[src/rtl/contador_garrafas_duzias_pkg.sv]
// Shared constants and helpers for the bottle/dozen counting stage.
// Holds the lote FSM encoding, default batch constants and BCD helpers,
// so the dozen FSM and this stage agree on the same numbers.
package contador_garrafas_duzias_pkg;

  localparam int unsigned GARRAFAS_W              = 4;
  localparam int unsigned DUZIAS_W                = 8;
  localparam int unsigned GARRAFAS_POR_DUZIA_DFLT = 12;
  localparam int unsigned MAX_DUZIAS_DFLT         = 10;

  typedef enum logic [1:0] {
    LOTE_RUN    = 2'b00,
    LOTE_CHEIO  = 2'b01,
    LOTE_LIBERA = 2'b10
  } lote_state_t;

  // Two-digit BCD increment; 99 wraps to 00.
  function automatic logic [7:0] bcd_inc(input logic [7:0] v);
    logic [3:0] u;
    logic [3:0] t;
    u = v[3:0];
    t = v[7:4];
    if (u == 4'd9) begin
      u = 4'd0;
      t = (t == 4'd9) ? 4'd0 : t + 4'd1;
    end else begin
      u = u + 4'd1;
    end
    return {t, u};
  endfunction

  // Binary (0..99) to two-digit BCD, used for elaboration-time constants.
  function automatic logic [7:0] to_bcd(input int unsigned n);
    return {4'((n / 10) % 10), 4'(n % 10)};
  endfunction

endpackage

[src/rtl/contador_garrafas_duzias_if.sv]
// Interface between the dozen FSM / operator panel (master) and the
// counting stage (slave).
//   cont1, add_cont12, lote_ack          : master -> slave
//   cont12, garrafas, duzias_bcd,
//   lote_cheio, parar_esteira, erro_overflow : slave -> master
interface contador_garrafas_duzias_if;

  logic                                               cont1;
  logic                                               add_cont12;
  logic                                               lote_ack;
  logic                                               cont12;
  logic [contador_garrafas_duzias_pkg::GARRAFAS_W-1:0] garrafas;
  logic [contador_garrafas_duzias_pkg::DUZIAS_W-1:0]   duzias_bcd;
  logic                                               lote_cheio;
  logic                                               parar_esteira;
  logic                                               erro_overflow;

  modport master (
    output cont1, add_cont12, lote_ack,
    input  cont12, garrafas, duzias_bcd, lote_cheio, parar_esteira, erro_overflow
  );

  modport slave (
    input  cont1, add_cont12, lote_ack,
    output cont12, garrafas, duzias_bcd, lote_cheio, parar_esteira, erro_overflow
  );

endinterface

[src/rtl/contador_garrafas_duzias_bcd_2dig.sv]
// Two-digit BCD dozen counter; clear has priority over increment.
// Ports: clk, reset (async, active-high), i_inc, i_clr, o_bcd[7:0].
module contador_bcd_2dig
  import contador_garrafas_duzias_pkg::*;
(
  input  logic       clk,
  input  logic       reset,
  input  logic       i_inc,
  input  logic       i_clr,
  output logic [7:0] o_bcd
);

  logic [7:0] r_bcd;

  always_ff @(posedge clk or posedge reset) begin
    if (reset) begin
      r_bcd <= 8'h00;
    end else if (i_clr) begin
      r_bcd <= 8'h00;
    end else if (i_inc) begin
      r_bcd <= bcd_inc(r_bcd);
    end
  end

  assign o_bcd = r_bcd;

endmodule

[src/rtl/contador_garrafas_duzias.sv]
// Bottle/dozen counting stage behind the dozen FSM.
// Counts cont1 pulses into garrafas, returns cont12, consumes add_cont12
// edges into a BCD dozen count and stops the conveyor once a batch is full
// until the operator acknowledge handshake completes.
// Ports: clk, reset (async, active-high), bus (slave modport).
module contador_garrafas_duzias
  import contador_garrafas_duzias_pkg::*;
#(
  parameter int unsigned GARRAFAS_POR_DUZIA = GARRAFAS_POR_DUZIA_DFLT,
  parameter int unsigned MAX_DUZIAS         = MAX_DUZIAS_DFLT
) (
  input  logic                       clk,
  input  logic                       reset,
  contador_garrafas_duzias_if.slave  bus
);

  localparam logic [GARRAFAS_W-1:0] GPD     = GARRAFAS_W'(GARRAFAS_POR_DUZIA);
  localparam logic [DUZIAS_W-1:0]   MAX_BCD = to_bcd(MAX_DUZIAS);

  logic                  r_add_q;
  logic [GARRAFAS_W-1:0] r_garrafas;
  logic                  r_erro;
  lote_state_t           r_state;

  logic                  w_add_ev;
  logic                  w_run;
  logic                  w_cont12;
  logic                  w_inc;
  logic                  w_clr;
  logic [DUZIAS_W-1:0]   w_duzias;

  assign w_add_ev = bus.add_cont12 & ~r_add_q;
  assign w_run    = (r_state == LOTE_RUN);
  assign w_cont12 = (r_garrafas == GPD);
  // A dozen is only consumed while running and actually complete.
  assign w_inc    = w_run & w_add_ev & w_cont12;
  assign w_clr    = (r_state == LOTE_CHEIO) & bus.lote_ack;

  // Unit bottle counter and sticky overflow flag.
  always_ff @(posedge clk or posedge reset) begin
    if (reset) begin
      r_add_q    <= 1'b0;
      r_garrafas <= '0;
      r_erro     <= 1'b0;
    end else begin
      r_add_q <= bus.add_cont12;
      if (!w_run) begin
        if (bus.cont1) r_erro <= 1'b1;
      end else if (w_add_ev && w_cont12) begin
        // Keep a bottle that lands on the same edge as the consume.
        r_garrafas <= bus.cont1 ? GARRAFAS_W'(1) : '0;
      end else if (bus.cont1) begin
        if (!w_cont12) r_garrafas <= r_garrafas + GARRAFAS_W'(1);
        else           r_erro     <= 1'b1;
      end
    end
  end

  contador_bcd_2dig u_duzias (
    .clk   (clk),
    .reset (reset),
    .i_inc (w_inc),
    .i_clr (w_clr),
    .o_bcd (w_duzias)
  );

  // Batch FSM: full on the edge the dozen count reaches MAX, released by ack.
  always_ff @(posedge clk or posedge reset) begin
    if (reset) begin
      r_state <= LOTE_RUN;
    end else begin
      case (r_state)
        LOTE_RUN:    if (w_inc && (bcd_inc(w_duzias) == MAX_BCD)) r_state <= LOTE_CHEIO;
        LOTE_CHEIO:  if (bus.lote_ack)  r_state <= LOTE_LIBERA;
        LOTE_LIBERA: if (!bus.lote_ack) r_state <= LOTE_RUN;
        default:     r_state <= LOTE_RUN;
      endcase
    end
  end

  assign bus.cont12        = w_cont12;
  assign bus.garrafas      = r_garrafas;
  assign bus.duzias_bcd    = w_duzias;
  assign bus.lote_cheio    = (r_state == LOTE_CHEIO);
  assign bus.parar_esteira = (r_state == LOTE_CHEIO) | (r_state == LOTE_LIBERA);
  assign bus.erro_overflow = r_erro;

endmodule
[src/flat_wrapper.sv]
// flat-port wrapper written by rule: the top's interface ports become plain ports
module contador_garrafas_duzias_flat import contador_garrafas_duzias_pkg::*;
#(
  parameter int unsigned GARRAFAS_POR_DUZIA = GARRAFAS_POR_DUZIA_DFLT,
  parameter int unsigned MAX_DUZIAS         = MAX_DUZIAS_DFLT
)
  (clk, reset, bus_cont1, bus_add_cont12, bus_lote_ack, bus_cont12, bus_garrafas, bus_duzias_bcd, bus_lote_cheio, bus_parar_esteira, bus_erro_overflow);
  contador_garrafas_duzias_if bus_i ();
  input  logic clk;
  input  logic reset;
  input wire logic [$bits(bus_i.cont1)-1:0] bus_cont1;
  input wire logic [$bits(bus_i.add_cont12)-1:0] bus_add_cont12;
  input wire logic [$bits(bus_i.lote_ack)-1:0] bus_lote_ack;
  output wire logic [$bits(bus_i.cont12)-1:0] bus_cont12;
  output wire logic [$bits(bus_i.garrafas)-1:0] bus_garrafas;
  output wire logic [$bits(bus_i.duzias_bcd)-1:0] bus_duzias_bcd;
  output wire logic [$bits(bus_i.lote_cheio)-1:0] bus_lote_cheio;
  output wire logic [$bits(bus_i.parar_esteira)-1:0] bus_parar_esteira;
  output wire logic [$bits(bus_i.erro_overflow)-1:0] bus_erro_overflow;
  assign bus_i.cont1 = bus_cont1;
  assign bus_i.add_cont12 = bus_add_cont12;
  assign bus_i.lote_ack = bus_lote_ack;
  assign bus_cont12 = bus_i.cont12;
  assign bus_garrafas = bus_i.garrafas;
  assign bus_duzias_bcd = bus_i.duzias_bcd;
  assign bus_lote_cheio = bus_i.lote_cheio;
  assign bus_parar_esteira = bus_i.parar_esteira;
  assign bus_erro_overflow = bus_i.erro_overflow;
  contador_garrafas_duzias #(.GARRAFAS_POR_DUZIA(GARRAFAS_POR_DUZIA), .MAX_DUZIAS(MAX_DUZIAS)) u_core (.clk(clk), .reset(reset), .bus(bus_i));
endmodule
[config.mk]
export PLATFORM = sky130hd
export DESIGN_NAME = contador_garrafas_duzias_flat
export DESIGN_NICKNAME = d
export VERILOG_FILES = /design/src/rtl/contador_garrafas_duzias_pkg.sv /design/src/rtl/contador_garrafas_duzias_if.sv /design/src/rtl/contador_garrafas_duzias_bcd_2dig.sv /design/src/rtl/contador_garrafas_duzias.sv /design/src/flat_wrapper.sv
export SDC_FILE = /design/constraint.sdc
export NUM_CORES = 1
export LEC_CHECK = 0
export CELL_PAD_IN_SITES_DETAIL_PLACEMENT = 1
export CELL_PAD_IN_SITES_GLOBAL_PLACEMENT = 2
export CORE_ASPECT_RATIO = 0.6
export CORE_UTILIZATION = 32
export CTS_BUF_LIST = sky130_fd_sc_hd__clkbuf_4
export DETAILED_ROUTE_END_ITERATION = 12
export PLACE_DENSITY_LB_ADDON = 0.1
export SKIP_CTS_REPAIR_TIMING = 1
export SYNTH_ARGS = -nofsm -noshare
export SYNTH_HDL_FRONTEND = slang
export SYNTH_HIERARCHICAL = 1
export SYNTH_SLANG_ARGS = --single-unit
[constraint.sdc]
create_clock -name clk -period 2.2 [get_ports clk]
set_clock_uncertainty 0.05 [all_clocks]
set_input_delay 0.33 -clock clk [delete_from_list [all_inputs] [get_ports clk]]
set_output_delay 0.33 -clock clk [all_outputs]
set_load 0.02 [all_outputs]
# Word level (Yosys, flattened, before mapping)
# Index checks and enable logic that the tools add are counted.
classes:
  bitwise: 6
  reduce_logical: 9
  n_addsub: 3
  eq_ne: 12
  muxes: 20
op_table:
  columns: ["operator", "n"]
  rows:
  - ["$mux W4", 8]
  - ["$mux W8", 2]
  - ["$add A4 B1 Y4 const B", 3]
  - ["$eq A4 B4 Y1 const B", 3]
  - ["$ne A2 B2 Y1 const B", 6]
  - ["$eq A8 B5 Y1 const B", 1]
  - ["$mux W1", 6]
  - ["$mux W2", 3]
  - ["$pmux W2 S3", 1]
  - ["$reduce_and A3 Y1", 2]
  - ["$reduce_bool A2 Y1", 3]
  - ["$and A1 B1 Y1", 4]
  - ["$reduce_and A4 Y1", 1]
  - ["$eq A2 B1 Y1 const B", 1]
  - ["$eq A2 B2 Y1 const B", 1]
  - ["$logic_and A1 B1 Y1", 2]
  - ["$logic_not A2 Y1", 1]
  - ["$not A1 Y1", 1]
  - ["$or A1 B1 Y1", 1]
word_totals:
  elab_cells: 55
  in_bits: 5
  ff_bits: 16
  output_inout_bits: 16

# Depth between registers and ports, before layout
# Gate-level depths: netlist of the first run.
logic_depth:
  ltp_word: 8
  ltp_mapped: 10
  depth_no_buf: 8

# Modules after synthesis
# Netlist of the first run, hierarchy kept.
by_module_without_submodules:
  columns: ["mod", "instances", "cells_each", "seq_area_each_um2", "area_each_um2"]
  rows:
  - ["contador_garrafas_duzias", 1, 65, 200.2, 550.5]
  - ["contador_bcd_2dig", 1, 48, 200.2, 503.0]

# Worst setup path after synthesis of the first run
# No wires, ideal clock.
synth_path:
  kind: "flip-flop to flip-flop"
  startpoint: "register u_core.r_garrafas[0] (netlist: u_core/bus.garrafas[0])"
  endpoint: "register u_core.u_duzias.r_bcd[4] (netlist: u_core/u_duzias/o_bcd[4])"
  period_less_slack_ns: 2.072
  stages_incl_launch_ff: 11
  slack_ns: 0.128
  arrival_ns: 1.957
  setup_ns: 0.065
  cell_sequence: "dfrtp_1 inv_1 ha_1 nand3_2 or2_1 clkbuf_2 nor2_1 buf_4 nand4b_1 nor3b_2 mux2_2"
synth_via:
  elab_chain_cells: 3
synth_rtl:
  columns: ["item", "line_no", "text"]
  rows:
  - ["from (decl)", "contador_garrafas_duzias.sv:21", "logic [GARRAFAS_W-1:0] r_garrafas;"]
  - ["from (signal assigned)", "contador_garrafas_duzias.sv:51", "r_garrafas <= bus.cont1 ? GARRAFAS_W'(1) : '0;"]
  - ["from (signal assigned)", "contador_garrafas_duzias.sv:53", "if (!w_cont12) r_garrafas <= r_garrafas + GARRAFAS_W'(1);"]
  - ["$eq A4 B4 Y1", "contador_garrafas_duzias.sv:34", "assign w_cont12 = (r_garrafas == GPD);"]
  - ["$and A1 B1 Y1", "contador_garrafas_duzias.sv:36", "assign w_inc = w_run & w_add_ev & w_cont12;"]
  - ["net u_core.w_inc", "contador_garrafas_duzias.sv:28", "logic w_inc;"]
  - ["$reduce_bool A2 Y1 (no source line)", null, null]
  - ["to (signal assigned)", "contador_garrafas_duzias_bcd_2dig.sv:21", "r_bcd <= bcd_inc(r_bcd);"]
  - ["to (decl)", "contador_garrafas_duzias_bcd_2dig.sv:13", "logic [7:0] r_bcd;"]
# The timed path passes the listed nets, and every way through them passes these cells.
# A chain may end at the register's enable or synchronous reset.

# Final worst setup path of the first run
layout_path:
  startpoint: "register u_core.r_state[1]"
  endpoint: "output bus_lote_cheio"
layout_via:
  elab_chain_cells: 1
layout_rtl:
  columns: ["item", "line_no", "text"]
  rows:
  - ["from (decl)", "contador_garrafas_duzias.sv:23", "lote_state_t r_state;"]
  - ["from (signal assigned)", "contador_garrafas_duzias.sv:70", "r_state <= LOTE_RUN;"]
  - ["from (signal assigned)", "contador_garrafas_duzias.sv:73", "LOTE_RUN: if (w_inc && (bcd_inc(w_duzias) == MAX_BCD)) r_state <= LOTE_CHEIO;"]
  - ["from (signal assigned)", "contador_garrafas_duzias.sv:74", "LOTE_CHEIO: if (bus.lote_ack) r_state <= LOTE_LIBERA;"]
  - ["$eq A2 B1 Y1", "contador_garrafas_duzias.sv:84", "assign bus.lote_cheio = (r_state == LOTE_CHEIO);"]
  - ["to (decl)", "flat_wrapper.sv:17", "output wire logic [$bits(bus_i.lote_cheio)-1:0] bus_lote_cheio;"]
# No other way between the ends.

==> qor_table.md, run 1 <==
| Quantity | Value | Unit |
|---|---|---|
| Antenna Nets Post-Route | 0 | - |
| Critical path class | register to output port | - |
| Cell taking the most area after synthesis | dfrtp_1 | - |
| Maximum fanout count along the critical path | 5 | - |
| # fillers | 358 | - |
| Count of vias placed by the detailed router | 933 | - |
| Clock Pin Slew Worst Setup and Hold Paths | 0.09 | ns |
| Power Internal | 796 | uW |
| Root buffer cell | clkbuf_4 | - |
| Per-cell routed wire length | 15.9 | um |
| Number of cells produced by synthesis | 113 | - |
| Total iterations of the first detailed-routing run | 4 | - |
| Run status | completed | - |
| Slowest library cell on the worst path | clkdlybuf4s50_1 | - |
| HPWL after detailed placement | 2290 | um |
| Maximum buffer depth of the clock tree | 2 | - |
| Antenna violations before repair | 0 | - |
| Die height | 46.4 | um |
| Vias in the first global route | 947 | - |
| Warnings, synthesis | 6 | - |
| IO buf count | 20 | - |
| Final-report hold violation count | 0 | - |
| Reported net switching power | 569 | uW |
| Flip-flop and latch count after synthesis | 16 | - |
| Final weighted congestion in routability-driven placement | 0.742 | - |
| Max-slew violations | 0 | - |
| Setup slack at placement | 0.120 | ns |
| Post-Route Setup TNS | 0 | ns |
| Final standard cell utilization of the core | 45.7 | % |
| Pin slew with the least headroom to its limit | 0.369 | ns |
| Iteration-0 DRC Markers | 39 | - |
| Worst relative slew slack | 75.4 | % |
| First-pass GRT wire length | 4710 | um |
| Switching share of power | 41.7 | % |
| Library cell with the highest instance count after synthesis | dfrtp_1 | - |
| Combinational share of power | 54.5 | % |
| Req. time, crit path | 1.82 | ns |
| Total power | 1.37 | mW |
| Cell-by-cell listing of the critical path | inv_1 > ha_1 > clkdlybuf4s50_1 | - |
| Relative contribution of the clock network to total power | 11.3 | % |
| Critical path arrival | 1.67 | ns |
| Number of clock buffers inserted by TritonCTS | 3 | - |
| Commonest cells post-synth | dfrtp_1 (16), inv_1 (14), ha_1 (9), o21ai_0 (9) | - |
| Starting utilization of the core area | 35.1 | % |
| Post-Synthesis Cell Area | 1050 | sq um |
| Clock sink count | 16 | - |
| Startpoint types | register | - |
| X dimension of the die | 76.1 | um |
| Area used by multi-input combinational logic | 573 | sq um |
| Boundary Pins | 21 | - |
| Portion of the post-synthesis area used by sequential elements | 38.0 | % |
| Worst VDD drop | 0.000335 | V |
| Fraction of final layout cells sized beyond drive strength 1 | 14.2 | % |
| Congestion Overflow GR | 0 | - |
| Part of the power in registers | 34.2 | % |
| Proportion of register bits with asynchronous set or reset after synthesis | 100 | % |
| Total Routed Length | 2910 | um |
| Number of cell rows | 15 | - |
| Placeable Area | 3000 | sq um |
| Leakage dissipation | 0.661 | nW |
| Number of placed instances, taps included | 180 | - |
| Ranking of synthesized cells by area | dfrtp_1 (38%), ha_1 (11%), inv_1 (5.0%), o21ai_0 (4.3%), a21oi_1 (3.8%) | - |
| Library cells used by synthesis | 39 | - |
| Slowest Stage Delay on Critical Path | 0.63 | ns |
| Count of buffering cells on the critical path with inverters included | 2 | - |
| Deepest level of the CTS H-tree | 1 | - |
| Synth top area share | 38.0 | % |
| Average cell area after synthesis | 9.32 | sq um |
| Total number of nets in the final design | 157 | - |
| Clock tree from TritonCTS | done | - |
| Footprint of the flip-flops and latches | 400 | sq um |
| Ratio of final minimum period to clock period | 93.4 | % |
| Final WS setup | 0.146 | ns |
| Hold Crit Class | input port to asynchronous set/reset pin | - |
| Total DRC errors in the routed layout | 0 | - |
| Maximum achievable frequency | 487 | MHz |
| Syn-to-layout area delta | 30.2 | % |
| Count of flip-flops with a built-in enable after synthesis | 0 | - |
| Count of max-cap constraint violations | 0 | - |
| Final setup fails | 0 | - |
| Largest net degree at the start of global routing | 10 | - |
| Final worst path period need | 2.05 | ns |
| Filler-free cell count of the finished design | 183 | - |
| Summed area of non-filler cells in the final layout | 1370 | sq um |
| Number of diodes | 0 | - |
| Clock insertion delay at the later pin of the skew report | 0.28 | ns |
| Most used flip-flop cell after synthesis | dfrtp_1 | - |
| Category of cells accounting for the largest share of critical-path delay | buffers and inverters | - |
| Unrepaired setup endpoints after global routing | no | - |
| Worst Setup End Kind | output port | - |
| Hold slack | 0.284 | ns |
| Overall global routing resource usage | 17.9 | % |
| Post-DR vias/cell | 5.10 | - |
| Die area | 3530 | sq um |
| Power per cell area | 996 | nW/um^2 |
| Post-Place Cell Area | 1350 | sq um |
| Nets in the synthesized netlist | 127 | - |
## path summary, 6_finish.rpt
| check | from | end | slack [ns] | depth (start not counted) |
|---|---|---|---|---|
| min in group clk | u_core/bus.erro_overflow$_DFFE_PP0P_ | u_core/bus.erro_overflow$_DFFE_PP0P_ | 0.46 | 1 |
| worst max-delay path | u_core/r_state[1]$_DFFE_PP0P_ | bus_lote_cheio | 0.15 | 3 |
| max in group asynchronous | reset | u_core/bus.erro_overflow$_DFFE_PP0P_ | 1.55 | 2 |
| worst min-delay path | reset | u_core/u_duzias/o_bcd[5]$_DFFE_PP0P_ | 0.28 | 2 |
| worst max register to register | u_core/bus.garrafas[0]$_DFFE_PP0P_ | u_core/u_duzias/o_bcd[6]$_DFFE_PP0P_ | 0.27 | 8 |
| worst min register to register | u_core/bus.erro_overflow$_DFFE_PP0P_ | u_core/bus.erro_overflow$_DFFE_PP0P_ | 0.46 | 1 |
## cells by family after synthesis
kind of cell	Yosys count	synth area share [%]
simple gates	37	21.9
compound gates	28	16.5
buf+inv	18	7.60
flops	16	38.0
fa+ha+maj	9	10.7
mux	4	4.51
xor+xnor	1	0.832
## layer usage
layer | wire, um | share of wire, % | global-route usage (%) | up-vias
met5 | 0 | 0 | 0 | -
li1 | - | - | - | 455
met4 | 14 | 0.48 | 3.46 | 0
met2 | 1190 | 41 | 28.2 | 16
met1 | 1620 | 56 | 25.1 | 460
met3 | 86 | 3.0 | 4.55 | 2
## power by group through the flow
stage / Combinational [mW] / Sequential, mW / Clock [mW]
floorplan: 0.321 / 0.549 / 0
global placement: 0.729 / 0.466 / 0
detailed placement: 0.752 / 0.474 / 0
CTS: 0.755 / 0.468 / 0.165
global route: 0.823 / 0.478 / 0.177
finish: 0.744 / 0.467 / 0.154
## cell type report
type                       instances  area share [%]
tap                               42            3.83
timing repair buffer              29            19.7
inverter                          14            3.83
sequential                        16            29.2
multi-input combinational         79            41.8
clock buffer                       3            1.64
## flip-flops by register name, indices dropped and copies added (netlist names)
register / count
u_core/bus.garrafas: 4
u_core/bus.erro_overflow: 1
u_core/u_duzias/o_bcd: 8
u_core/r_add_q: 1
u_core/r_state: 2
## cells in the final DEF, fill, tap and decap left out, drive strengths merged, types with 2 or more instances in the layout
cell type       n
clkdlybuf4s50  19
dfrtp          16
inv            14
buf             9
o21ai           9
ha              9
a21oi           9
nand2           8
nand3           6
nand3b          4
clkbuf          3
nand2b          3
nor2            3
mux2            3
a31oi           2
a211o           2
and2            2
and4b           2
nor3b           2
## worst register-to-register path, stage by stage (launching register included)
cell      delay, ns
dfrtp_1        0.39
inv_1          0.09
ha_1           0.16
nand3_2        0.09
or2_1          0.25
nor2_1         0.19
nand4b_1       0.20
nor3b_2        0.26
a31o_1         0.19
Power figures use the tool's default switching activity.
==> run 2, diff against run 1 <==
Settings changed: GPL_ROUTABILITY_DRIVEN set to 0.
==> results of run 2 <==
Same layout as run 1: the final DEF is identical, and so are final timing and power.
==> run 3, diff against run 2 <==
Settings changed: CTS_CLUSTER_SIZE set to 10.
==> results of run 3 <==
Same layout as run 1: the final DEF is identical, and so are final timing and power.
